--- src/rtl/calc_pkg.sv ---
// Shared types and latency constants for the calculator arbiter slice.
package calc_pkg;

  typedef enum logic [1:0] {
    OP_ADD = 2'b00,
    OP_SUB = 2'b01,
    OP_MUL = 2'b10,
    OP_DIV = 2'b11
  } calc_op_e;

  localparam int unsigned CALC_LAT = 2;
  localparam int unsigned OPND_W   = 8;
  localparam int unsigned RES_W    = 16;
  localparam int unsigned ARB_LAT  = CALC_LAT + 2;

endpackage

--- src/rtl/calc_arbiter_rr.sv ---
// Round-robin arbiter: grants the first requester at or after rr_ptr, with wrap.
module rr_arbiter #(
  parameter int NUM_REQ = 4,
  parameter int ID_W    = $clog2(NUM_REQ)
) (
  input  logic               clk,
  input  logic               rst,
  input  logic [NUM_REQ-1:0] req,
  input  logic               advance,
  output logic [NUM_REQ-1:0] grant,
  output logic [ID_W-1:0]    grant_idx
);

  localparam int unsigned   N    = NUM_REQ;
  localparam logic [ID_W-1:0] LAST = ID_W'(NUM_REQ - 1);

  logic [ID_W-1:0] rr_ptr_q, rr_ptr_d;
  logic [ID_W-1:0] scan_idx;
  int unsigned     scan_sum;
  logic            found;

  always_comb begin
    grant     = '0;
    grant_idx = '0;
    found     = 1'b0;
    scan_sum  = 0;
    scan_idx  = '0;
    for (int unsigned off = 0; off < N; off++) begin
      // rr_ptr_q < N, so a single subtraction wraps the scan position
      scan_sum = 32'(rr_ptr_q) + off;
      if (scan_sum >= N) scan_sum = scan_sum - N;
      scan_idx = ID_W'(scan_sum);
      if (!found && req[scan_idx]) begin
        found           = 1'b1;
        grant[scan_idx] = 1'b1;
        grant_idx       = scan_idx;
      end
    end
  end

  always_comb begin
    rr_ptr_d = rr_ptr_q;
    if (advance && found) begin
      rr_ptr_d = (grant_idx == LAST) ? '0 : grant_idx + ID_W'(1);
    end
  end

  always_ff @(posedge clk) begin
    if (rst) rr_ptr_q <= '0;
    else     rr_ptr_q <= rr_ptr_d;
  end

endmodule

--- src/rtl/calc_arbiter.sv ---
// Shares one fixed-latency calculator among NUM_REQ requesters; returns tagged
// results in acceptance order and traps divide-by-zero before issue.
module calc_arbiter
  import calc_pkg::*;
#(
  parameter int NUM_REQ = 4,
  parameter int ID_W    = $clog2(NUM_REQ)
) (
  input  logic                            clk,
  input  logic                            rst,
  input  logic [NUM_REQ-1:0]              req_valid,
  output logic [NUM_REQ-1:0]              req_ready,
  input  logic [NUM_REQ-1:0][1:0]         req_func,
  input  logic [NUM_REQ-1:0][OPND_W-1:0]  req_a,
  input  logic [NUM_REQ-1:0][OPND_W-1:0]  req_b,
  output logic [1:0]                      calc_function_out,
  output logic signed [OPND_W-1:0]        calc_dat_a_out,
  output logic signed [OPND_W-1:0]        calc_dat_b_out,
  input  logic signed [RES_W-1:0]         calc_out_in,
  output logic                            rsp_valid,
  output logic [ID_W-1:0]                 rsp_id,
  output logic signed [RES_W-1:0]         rsp_data,
  output logic                            rsp_err
);

  localparam int unsigned TRK_N = ARB_LAT - 1;

  typedef struct packed {
    logic            valid;
    logic [ID_W-1:0] id;
    logic            err;
  } trk_t;

  logic [NUM_REQ-1:0] arb_req, grant;
  logic [ID_W-1:0]    grant_idx;
  logic               xfer;

  calc_op_e           sel_op;
  logic [OPND_W-1:0]  sel_a, sel_b;
  logic               div_zero;

  calc_op_e           func_q, func_d;
  logic [OPND_W-1:0]  a_q, a_d, b_q, b_d;
  trk_t               trk_in;
  trk_t [TRK_N-1:0]   trk_q, trk_d;

  logic               rsp_valid_q, rsp_valid_d;
  logic [ID_W-1:0]    rsp_id_q, rsp_id_d;
  logic [RES_W-1:0]   rsp_data_q, rsp_data_d;
  logic               rsp_err_q, rsp_err_d;

  // Masking requests during reset keeps req_ready low combinationally.
  assign arb_req   = rst ? '0 : req_valid;
  assign req_ready = grant;
  assign xfer      = |grant;

  rr_arbiter #(
    .NUM_REQ (NUM_REQ),
    .ID_W    (ID_W)
  ) u_rr (
    .clk       (clk),
    .rst       (rst),
    .req       (arb_req),
    .advance   (xfer),
    .grant     (grant),
    .grant_idx (grant_idx)
  );

  always_comb begin
    sel_op   = calc_op_e'(req_func[grant_idx]);
    sel_a    = req_a[grant_idx];
    sel_b    = req_b[grant_idx];
    div_zero = xfer && (sel_op == OP_DIV) && (sel_b == '0);

    func_d = OP_ADD;
    a_d    = '0;
    b_d    = '0;
    if (xfer && !div_zero) begin
      func_d = sel_op;
      a_d    = sel_a;
      b_d    = sel_b;
    end

    trk_in.valid = xfer;
    trk_in.id    = grant_idx;
    trk_in.err   = div_zero;
    trk_d        = {trk_q[TRK_N-2:0], trk_in};

    // Last tracking stage lines up with calc_out_in for the same operation.
    rsp_valid_d = trk_q[TRK_N-1].valid;
    rsp_id_d    = trk_q[TRK_N-1].valid ? trk_q[TRK_N-1].id : '0;
    rsp_err_d   = trk_q[TRK_N-1].valid & trk_q[TRK_N-1].err;
    rsp_data_d  = (trk_q[TRK_N-1].valid && !trk_q[TRK_N-1].err) ? calc_out_in : '0;
  end

  always_ff @(posedge clk) begin
    if (rst) begin
      func_q      <= OP_ADD;
      a_q         <= '0;
      b_q         <= '0;
      trk_q       <= '0;
      rsp_valid_q <= 1'b0;
      rsp_id_q    <= '0;
      rsp_data_q  <= '0;
      rsp_err_q   <= 1'b0;
    end else begin
      func_q      <= func_d;
      a_q         <= a_d;
      b_q         <= b_d;
      trk_q       <= trk_d;
      rsp_valid_q <= rsp_valid_d;
      rsp_id_q    <= rsp_id_d;
      rsp_data_q  <= rsp_data_d;
      rsp_err_q   <= rsp_err_d;
    end
  end

  assign calc_function_out = func_q;
  assign calc_dat_a_out    = a_q;
  assign calc_dat_b_out    = b_q;
  assign rsp_valid         = rsp_valid_q;
  assign rsp_id            = rsp_id_q;
  assign rsp_data          = rsp_data_q;
  assign rsp_err           = rsp_err_q;

endmodule

--- config.mk ---
export PLATFORM = sky130hd
export DESIGN_NAME = calc_arbiter
export DESIGN_NICKNAME = d
export VERILOG_FILES = /design/src/rtl/calc_pkg.sv /design/src/rtl/calc_arbiter_rr.sv /design/src/rtl/calc_arbiter.sv
export SDC_FILE = /design/constraint.sdc
export NUM_CORES = 1
export LEC_CHECK = 0
export BUFFER_PORTS_ARGS = -buffer_cell sky130_fd_sc_hd__buf_4
export CORE_UTILIZATION = 48
export DETAILED_ROUTE_END_ITERATION = 7
export PLACE_DENSITY = 0.85
export SYNTH_ARGS = -nofsm -noshare
export SYNTH_HDL_FRONTEND = slang
export SYNTH_HIERARCHICAL = 1
export SYNTH_SLANG_ARGS = --single-unit
--- constraint.sdc ---
create_clock -name clk -period 5.48 [get_ports clk]
set_clock_uncertainty 0.05 [all_clocks]
set_input_delay 0.548 -clock clk [delete_from_list [all_inputs] [get_ports clk]]
set_output_delay 0.548 -clock clk [all_outputs]
set_load 0.01 [all_outputs]
# After elaboration in Yosys (flattened, before gate mapping)
# Cells that the tools add are included.
# totals
word_cells	109
inputBits	94
register_bits	52
output_inout_bits	42
# classes
reduce_logical	22
n_mux	40
bitwise_logic	7
n_eq_ne	2
addsub	8
order_cmp	13
# op_table
cell	count
8-bit binary-select mux with 2-bit select	2
2-bit two-way mux	10
4-bit two-way mux	5
8-bit two-way mux	2
2-bit by 3-bit less-than comparator with 1-bit output, second input constant	5
1-bit logical AND	12
1-bit two-way mux	12
4-bit OR	3
3-bit greater-or-equal comparator, second input constant	3
1-bit binary-select mux with 2-bit select	4
1-bit demux with 2-bit select	4
2-bit by 1-bit greater-or-equal comparator with 1-bit output, second input constant	4
8-bit logical NOT	1
2-bit by 1-bit subtractor with 2-bit output, second input constant	4
2-bit by 2-bit adder with 3-bit output, second input constant	2
2-bit OR reduction	3
1-bit logical NOT	5
2-bit binary-select mux with 2-bit select	1
2-bit equality test, second input constant	2
4-bit OR reduction	1
2-bit by 1-bit adder with 3-bit output, second input constant	1
2-bit by 3-bit greater-or-equal comparator with 1-bit output, second input constant	1
1-bit inverter	3
2-bit by 1-bit adder with 2-bit output, second input constant	1
1-bit bitwise AND	1

# Logic depth before layout (Yosys ltp)
# Gate-level depths: netlist of run 1.
# depth
word_depth	23
ltp_mapped	15
ltp_nobuf	13

# By module
# The synthesis of run 1 kept the hierarchy.
# by_module_without_submodules
module	cells_each	seq_area_each_um2	instances	area_per_inst_um2
calc_arbiter	147	1001.0	1	1888.1
rr_arbiter	74	40.0	1	600.6

# Least setup slack after synthesis of run 1
# No wires, ideal clock.
# synth_path
path_kind	register to register
startpoint	register (tool-made name)
endpoint	register a_q[0] (netlist: calc_dat_a_out[0])
path_slack_ns	1.844
period_less_slack_ns	3.636
path_stages_with_launch	16
required_time_ns	5.318
n_path_buf	5
setup_time_ns	0.112
t_arrival_ns	3.474
path_cell_list	dfxtp_1 > buf_6 > inv_1 > ha_1 > buf_2 > mux4_2 > nor2b_1 > o21a_1 > or2_1 > buf_6 > buf_6 > mux4_2 > nor3b_1 > and3_1 > buf_6 > nor2_1
# synth_rtl
item	line_no	text
end signal: assignment	calc_arbiter.sv:99	a_q <= '0;
end signal: assignment	calc_arbiter.sv:108	a_q <= a_d;
end: declaration	calc_arbiter.sv:43	logic [OPND_W-1:0] a_q, a_d, b_q, b_d;

# Worst setup path after layout of run 1
# layout_path
startpoint	register u_rr.rr_ptr_q[1]
endpoint	register a_q[4] (netlist: calc_dat_a_out[4])
# layout_via
elab_chain_cells	23
elab_cells_between_ends	78
cone_classes	add/sub (7); order compare (12); eq/ne (1); mux (37); bitwise (4); reduce/logical (17)
# layout_lines
item	line_no	text
start: declaration	calc_arbiter_rr.sv:17	logic [ID_W-1:0] rr_ptr_q, rr_ptr_d;
start signal: assignment	calc_arbiter_rr.sv:50	else rr_ptr_q <= rr_ptr_d;
branches (longest 13 deep; another with 2-bit by 1-bit adder with 3-bit output)	-	
2-bit two-way mux *	calc_arbiter_rr.sv:33	if (!found && req[scan_idx]) begin
net grant_idx[0]	calc_arbiter.sv:35	logic [ID_W-1:0] grant_idx;
2-bit binary-select mux with 2-bit select	calc_arbiter.sv:70	sel_op = calc_op_e'(req_func[grant_idx]);
2-bit two-way mux (not written as such)	calc_arbiter.sv:70	
2-bit equality test	calc_arbiter.sv:73	div_zero = xfer && (sel_op == OP_DIV) && (sel_b == '0);
1-bit logical AND (2 in a row)	calc_arbiter.sv:73	
1-bit logical NOT	calc_arbiter.sv:78	if (xfer && !div_zero) begin
1-bit logical AND	calc_arbiter.sv:78	
1-bit inverter (no line)	-	
2-bit OR reduction (no line)	-	
# Mark *: on every way through the listed nets, which the timed path passes. The select of a mux whose other input is x is not followed.
# A chain may end at the register's enable or synchronous reset.

==> metrics.md, run 1 <==
| Metric | Value |
|---|---|
| I/O Pins | `136` |
| Area share of and/or/nand/nor cells after synthesis | `20.9%` |
| Filler cell count | `338` |
| Area contributors post-synth | `dfxtp_1 42%, mux4_2 10%, mux4_1 9.5%, and2_1 6.8%, nor2b_1 5.0%` |
| Commonest register cell after synthesis | `dfxtp_1` |
| Antenna-violating nets left | `0` |
| Initial antenna violation count | `0` |
| Largest family of logic cells by synthesized area | `multiplexers` |
| Total GRT Usage | `21.6%` |
| Post-synth ARST share | `0%` |
| Input/output buffers | `135` |
| Hold path depth | `1` |
| Fmax | `225 MHz` |
| Via density | `5.20` |
| Row Count | `25` |
| Met2 wire length | `3.23 mm` |
| Number of flops mapped to enable cells by yosys | `0` |
| Start point of the worst hold path | `trk_d[8]` |
| Final cycle utilization of the critical path | `81.0%` |
| Area share of the largest cell type after synthesis | `41.8%` |
| Status | `finished, final reports clean` |
| CTS Sinks | `52` |
| Setup slack after layout | `1040 ps` |
| R2r endpoint | `calc_dat_a_out[4]` |
| PwrDens | `404 mW/mm^2` |
| CTS Buffer Depth | `2` |
| Hold Worst Slack | `383 ps` |
| Post-Synth XOR/XNOR Area | `0.352%` |
| CTS root buffer | `clkbuf_8` |
| Avg Inst Size Synth | `11.3 sq um` |
| Peak VDD IR | `222 uV` |
| Layout area overhead | `44.4%` |
| CP required | `5600 ps` |
| Max Slew Vio Count | `0` |
| Final setup fails | `0` |
| Hold_buf cts | `0` |
| Fin util | `74.1%` |
| Area of the multi-input gates | `0.00133 sq mm` |
| Synthesized area | `0.00249 sq mm` |
| Place WS | `854 ps` |
| Unrepaired setup endpoints after global routing | `false` |
| First drt pass iteration count | `4` |
| Min Tclk post-route | `4440 ps` |
| Seq/Total Area, Yosys | `41.8%` |
| Worst EP arrival | `4560 ps` |
| Die ar. | `0.00548 sq mm` |
| LEAKAGE | `1.67 nW` |
| Postcts setup bufs | `0` |
| Startpoint Class | `flip-flop` |
| TritonCTS Buffers | `5` |
| Max-Cap Viols | `0` |
| CTS tree | `built` |
| Crit end category | `flip-flop` |
| First-pass GRT wire length | `8.83 mm` |
| Netlist cell types | `42` |
| DRT Wirelength | `5.98 mm` |
| Count leader, synth | `dfxtp_1` |
| Hold path endpoint | `trk_q[8]` |
| Routed met3 length | `554 microns` |
| Post-synthesis adder-cell area fraction | `3.02%` |
| Synth Area in Compound Gates | `7.39%` |
| Worst skew pair latency | `290 ps` |
| DP HPWL | `4.81 mm` |
| CP Max Fanout | `11` |
| Largest net degree at the start of global routing | `22` |
| Area after DPL | `0.00351 sq mm` |
| Drt initial violations | `173` |
| DR WL/cell | `14.3 microns` |
| Tot Pwr | `1.45 mW` |
| DR vias | `2174` |
| Fin area | `0.00359 sq mm` |
| Final Hold Fails | `0` |
| Post-Place Cells | `411` |
| Critical R2R Launch | `u_rr/rr_ptr_q[1]` |
| Mapped Cells | `221` |
| Number of global-route vias before repair | `2027` |
| Post-layout nets | `451` |
| Starting Density | `51.3%` |
| Die height | `74.0 microns` |
| YS warnings | `6` |
| CTS H-tree depth | `2` |
| Setup TNS | `0 ps` |
| CORE AREA | `0.00485 sq mm` |
| R2R setup slack | `1040 ps` |
| Top layer in use | `met4` |
| Number of diodes | `0` |
| Area leader, netlist | `dfxtp_1` |
| Post-route DRC violation count | `0` |
| Layout cells sized above 1 | `45.0%` |
| Die width | `74.0 microns` |
| Syn_nets | `321` |
| Commonest cells post-synth | `52 x dfxtp_1, 27 x and2_1, 22 x nor2_1` |
| Gp weighted congestion | `0.917` |
| Worst Tran Pin Value | `1010 ps` |
| Post-Route M1 WL | `2.09 mm` |
| Mux contribution to synthesized area | `21.9%` |
| WS Path Type | `flip-flop to flip-flop` |
| CTS resizes | `0` |
| Clk slew on worst S/H paths | `90 ps` |
| HP Class | `flip-flop to flip-flop` |
| FF/Latch Area | `0.00104 sq mm` |
| Yosys reg bits | `52` |
| Slew margin rel. | `32.2%` |
| Reg2Reg Depth | `10` |
| Post-Layout Cell Count | `418` |
| Total gr overflow | `0` |
cells by family (layout without fill, tap and decap cells):
group,Yosys count,after routing
AND/OR/NAND/NOR,94,94
flip-flops,52,52
multiplexers,26,26
AO/OA/AOI/OAI,23,23
buffers and inverters,19,149
adder cells (fa/ha/maj),6,6
XOR/XNOR,1,1
worst max-delay path by stage:
stage	from	endpoint	slack, ps	cells after the start
2_1_floorplan	flip-flop	calc_dat_a_out[0]	1840	15
6_report	u_rr/rr_ptr_q[1]	calc_dat_a_out[4]	1040	10
3_3_place_gp	rst	trk_d[4]	1100	10
4_1_cts	u_rr/rr_ptr_q[1]	calc_dat_a_out[4]	1080	10
5_1_grt	u_rr/rr_ptr_q[1]	calc_dat_a_out[5]	750	10
3_5_place_dp	rst	calc_dat_a_out[4]	850	10
final cells by class:
class                           instances  share of cell area [%]
Timing Repair Buffer                  138                    28.8
Inverter                                4                   0.418
Sequential cell                        52                    29.0
Clock buffer                            5                    1.91
Multi-Input combinational cell        150                    37.1
Tap cell                               67                    2.33
Clock inverter                          2                   0.452
worst max-delay path, cell delays in order, from the launching register on:
cell	delay, ps
dfxtp_1	590
inv_1	150
ha_1	510
mux4_2	440
nor2b_1	370
o21a_1	180
or2_1	430
mux4_1	630
nor4b_1	370
and3_1	470
nor2_1	120
registers in the layout (all words and copies together) (netlist names), named ones only:
register	cells
rsp_data	16
calc_dat_a_out	8
calc_dat_b_out	8
trk_d	8
trk_q	3
calc_function_out	2
rsp_id	2
rsp_err	1
rsp_valid	1
rsp_valid_d	1
u_rr/rr_ptr_q	1
power by group:
part / switching [mW] / internal (mW)
sequential: 0.0239 / 0.447
combinational: 0.372 / 0.404
clock: 0.118 / 0.0890
placed cells by master, fill, tap and decap left out, types with 4 or more instances in the layout:
master / count
dfxtp_1: 52
mux2i_1: 5
a221o_1: 4
mux4_1: 9
buf_4: 138
nor2_1: 22
clkbuf_8: 5
nor2b_1: 20
a22oi_1: 6
nand2_1: 11
inv_1: 4
ha_1: 6
and2_1: 27
mux4_2: 11
routing by layer:
layer	global-route usage, %	up-vias
li1	-	1046
met3	7.72	10
met4	9.83	0
met2	39.1	117
met5	0	-
met1	22.2	1001
Power figures use the tool's default switching activity.
==> run 2, diff against run 1 <==
--- a/config.mk
+++ b/config.mk
@@ -6,9 +6,9 @@
 export NUM_CORES = 1
 export LEC_CHECK = 0
 export BUFFER_PORTS_ARGS = -buffer_cell sky130_fd_sc_hd__buf_4
-export CORE_UTILIZATION = 48
+export CORE_UTILIZATION = 44
 export DETAILED_ROUTE_END_ITERATION = 7
-export PLACE_DENSITY = 0.85
+export PLACE_DENSITY = 0.79
 export SYNTH_ARGS = -nofsm -noshare
 export SYNTH_HDL_FRONTEND = slang
 export SYNTH_HIERARCHICAL = 1
==> constraint.sdc (replaced) <==
create_clock -name clk -period 4.3 [get_ports clk]
set_clock_uncertainty 0.05 [all_clocks]
set_input_delay 0.43 -clock clk [delete_from_list [all_inputs] [get_ports clk]]
set_output_delay 0.43 -clock clk [all_outputs]
set_load 0.01 [all_outputs]
==> metrics.md, run 2 (same netlist as run 1, synthesis figures left out) <==
| Metric | Value |
|---|---|
| Sequential power share | `32.0% (was 32.4%)` |
| R2r endpoint | `trk_d[4] (was calc_dat_a_out[4])` |
| CORE AREA | `0.00547 sq mm (was 0.00485 sq mm)` |
| Setup slack after layout | `469 ps (was 1040 ps)` |
| Startpoint Class | `flip-flop (unchanged)` |
| Antenna-violating nets left | `0 (unchanged)` |
| CTS tree | `built (unchanged)` |
| Unrepaired setup endpoints after global routing | `false (unchanged)` |
| Post-Place Cells | `421 (was 411)` |
| TritonCTS Buffers | `5 (unchanged)` |
| Starting Density | `45.5% (was 51.3%)` |
| Hold_buf cts | `0 (unchanged)` |
| DRT Wirelength | `5.64 mm (was 5.98 mm)` |
| CP top delay family | `simple AND/OR/NAND/NOR gates (unchanged)` |
| CP required | `4490 ps (was 5600 ps)` |
| Total gr overflow | `0 (unchanged)` |
| Layout cells sized above 1 | `46.5% (was 45.0%)` |
| Worst skew pair latency | `300 ps (was 290 ps)` |
| Initial antenna violation count | `0 (unchanged)` |
| Slew margin rel. | `30.5% (was 32.2%)` |
| WP depth | `11 (was 10)` |
| R2R setup slack | `470 ps (was 1040 ps)` |
| DR WL/cell | `13.2 microns (was 14.3 microns)` |
| Worst Tran Pin Value | `1040 ps (was 1010 ps)` |
| Post-route DRC violation count | `0 (unchanged)` |
| Worst EP arrival | `4020 ps (was 4560 ps)` |
| Reg2Reg Depth | `11 (was 10)` |
| Drt initial violations | `92 (was 173)` |
| Final setup fails | `0 (unchanged)` |
| First drt pass iteration count | `6 (was 4)` |
| DP HPWL | `4.57 mm (was 4.81 mm)` |
| Place WS | `221 ps (was 854 ps)` |
| Largest net degree at the start of global routing | `20 (was 22)` |
| Critical-path top delay cell | `mux4_1 (unchanged)` |
| Clk slew on worst S/H paths | `100 ps (was 90 ps)` |
| Post-layout nets | `456 (was 451)` |
| Switching Share | `35.1% (was 35.4%)` |
| LEAKAGE | `1.69 nW (was 1.67 nW)` |
| CTS Sinks | `52 (unchanged)` |
| Gp weighted congestion | `0.838 (was 0.917)` |
| Most common cell after layout, fill and taps aside | `buf_4 (unchanged)` |
| Post-Layout Cell Count | `429 (was 418)` |
| CTS H-tree depth | `2 (unchanged)` |
| Clk pwr share | `14.9% (was 14.3%)` |
| Die width | `77.2 microns (was 74.0 microns)` |
| First-pass GRT wire length | `8.99 mm (was 8.83 mm)` |
| I/O Pins | `136 (unchanged)` |
| Worst Setup SP | `u_rr/rr_ptr_q[1] (unchanged)` |
| Fmax | `261 MHz (was 225 MHz)` |
| Die ar. | `0.00596 sq mm (was 0.00548 sq mm)` |
| CTS root buffer | `clkbuf_8 (unchanged)` |
| CP Max Fanout | `16 (was 11)` |
| Setup TNS | `0 ps (unchanged)` |
| Crit end category | `flip-flop (unchanged)` |
| PwrDens | `515 mW/mm^2 (was 404 mW/mm^2)` |
| Max Slew Vio Count | `0 (unchanged)` |
| Critical-path cell list | `inv_1 > ha_1 > mux4_2 > nor2b_1 > o21a_1 > or2_1 > buf_4 > mux4_1 > nor4_1 > and3_2 > nor2b_1 (was inv_1 > ha_1 > mux4_2 > nor2b_1 > o21a_1 > or2_1 > mux4_1 > nor4b_1 > and3_1 > nor2_1)` |
| Input/output buffers | `135 (unchanged)` |
| Layout area overhead | `46.7% (was 44.4%)` |
| Psw | `660 uW (was 514 uW)` |
| Crit path to | `trk_d[4] (was calc_dat_a_out[4])` |
| CTS Buffer Depth | `2 (unchanged)` |
| Final cycle utilization of the critical path | `89.1% (was 81.0%)` |
| CP most frequent cell | `nor2b_1` |
| Min Tclk post-route | `3830 ps (was 4440 ps)` |
| Comb pwr share | `53.1% (was 53.4%)` |
| Row Count | `27 (was 25)` |
| Worst Path Buf+Inv | `2 (was 1)` |
| Number of diodes | `0 (unchanged)` |
| HP Class | `primary input to flip-flop (was flip-flop to flip-flop)` |
| DR vias | `2115 (was 2174)` |
| WS Path Type | `flip-flop to flip-flop (unchanged)` |
| Via density | `4.93 (was 5.20)` |
| Total GRT Usage | `19.2% (was 21.6%)` |
| Max reg flops | `16 (unchanged)` |
| Die height | `77.2 microns (was 74.0 microns)` |
| Max-Cap Viols | `0 (unchanged)` |
| Most frequent cells in the layout | `143 x buf_4, 51 x dfxtp_1, 27 x and2_1 (was 138 x buf_4, 52 x dfxtp_1, 27 x and2_1)` |
| Peak VDD IR | `331 uV (was 222 uV)` |
| Number of global-route vias before repair | `2061 (was 2027)` |
| Status | `finished, final reports clean (unchanged)` |
| Final Hold Fails | `0 (unchanged)` |
| Critical R2R Launch | `u_rr/rr_ptr_q[1] (unchanged)` |
| Internal power | `1.22 mW (was 940 uW)` |
| CP max stage delay | `610 ps (was 630 ps)` |
| Tot Pwr | `1.88 mW (was 1.45 mW)` |
-- run 2: cell types whose count changed in the layout (fill, tap and decap cells not counted), sizes merged --
cell,previous run,this run
buf,138,143
clkinvlp,1,2
-- run 2: power groups by stage --
stage	Combinational (mW)	Sequential, mW	Clock (mW)
after global placement	0.983	0.609	0
after CTS	1.00	0.601	0.287
final	0.998	0.601	0.279
after detailed placement	0.998	0.612	0
after global routing	1.09	0.610	0.315
after floorplan	0.667	0.642	0
-- run 2: repair_timing --
action,in CTS,in global routing
endpoints found under the setup margin,0,11
resized for setup,0,2
setup buffers,0,0
hold endpoints to repair,0,0
-- run 2: through the flow --
stage                     cell area [sq um]  hold WS, ps  util, %
after floorplan                        2490          356        -
after global placement                 3550          362     64.9
after detailed placement               3550          363     64.9
after CTS                              3650          258     66.7
after global routing                   3650          242     66.7
final                                  3650          269     66.7
-- run 2: how the worst min path moves through the flow --
| stage | start | end | cells after the start |
|---|---|---|---|
| finish | calc_out_in[4] | rsp_data[4] | 2 |
| detailed placement | trk_q[9] | rsp_id[0] | 1 |
| CTS | calc_out_in[5] | rsp_data[5] | 2 |
| floorplan | trk_q[9] | rsp_id[0] | 1 |
| global route | calc_out_in[5] | rsp_data[5] | 2 |
| global placement | trk_q[10] | rsp_id[1] | 1 |
-- run 2: cell type report --
type                    count  area [sq um]
fillers                   431          1820
clock inverters             3          26.3
clock buffers               5          68.8
repair buffers            143          1070
flip-flops and latches     52          1040
inverters                   4          15.0
well taps                  72          90.1
multi-input cells         150          1340
-- run 2: layer usage --
layer	track usage [%]	wire, microns	up-vias	share of wire, %
met4	6.98	91	0	1.6
met3	5.12	397	8	7.0
li1	-	-	1058	-
met2	36.0	3070	90	54
met5	0	0	-	0
met1	20.4	2080	959	37
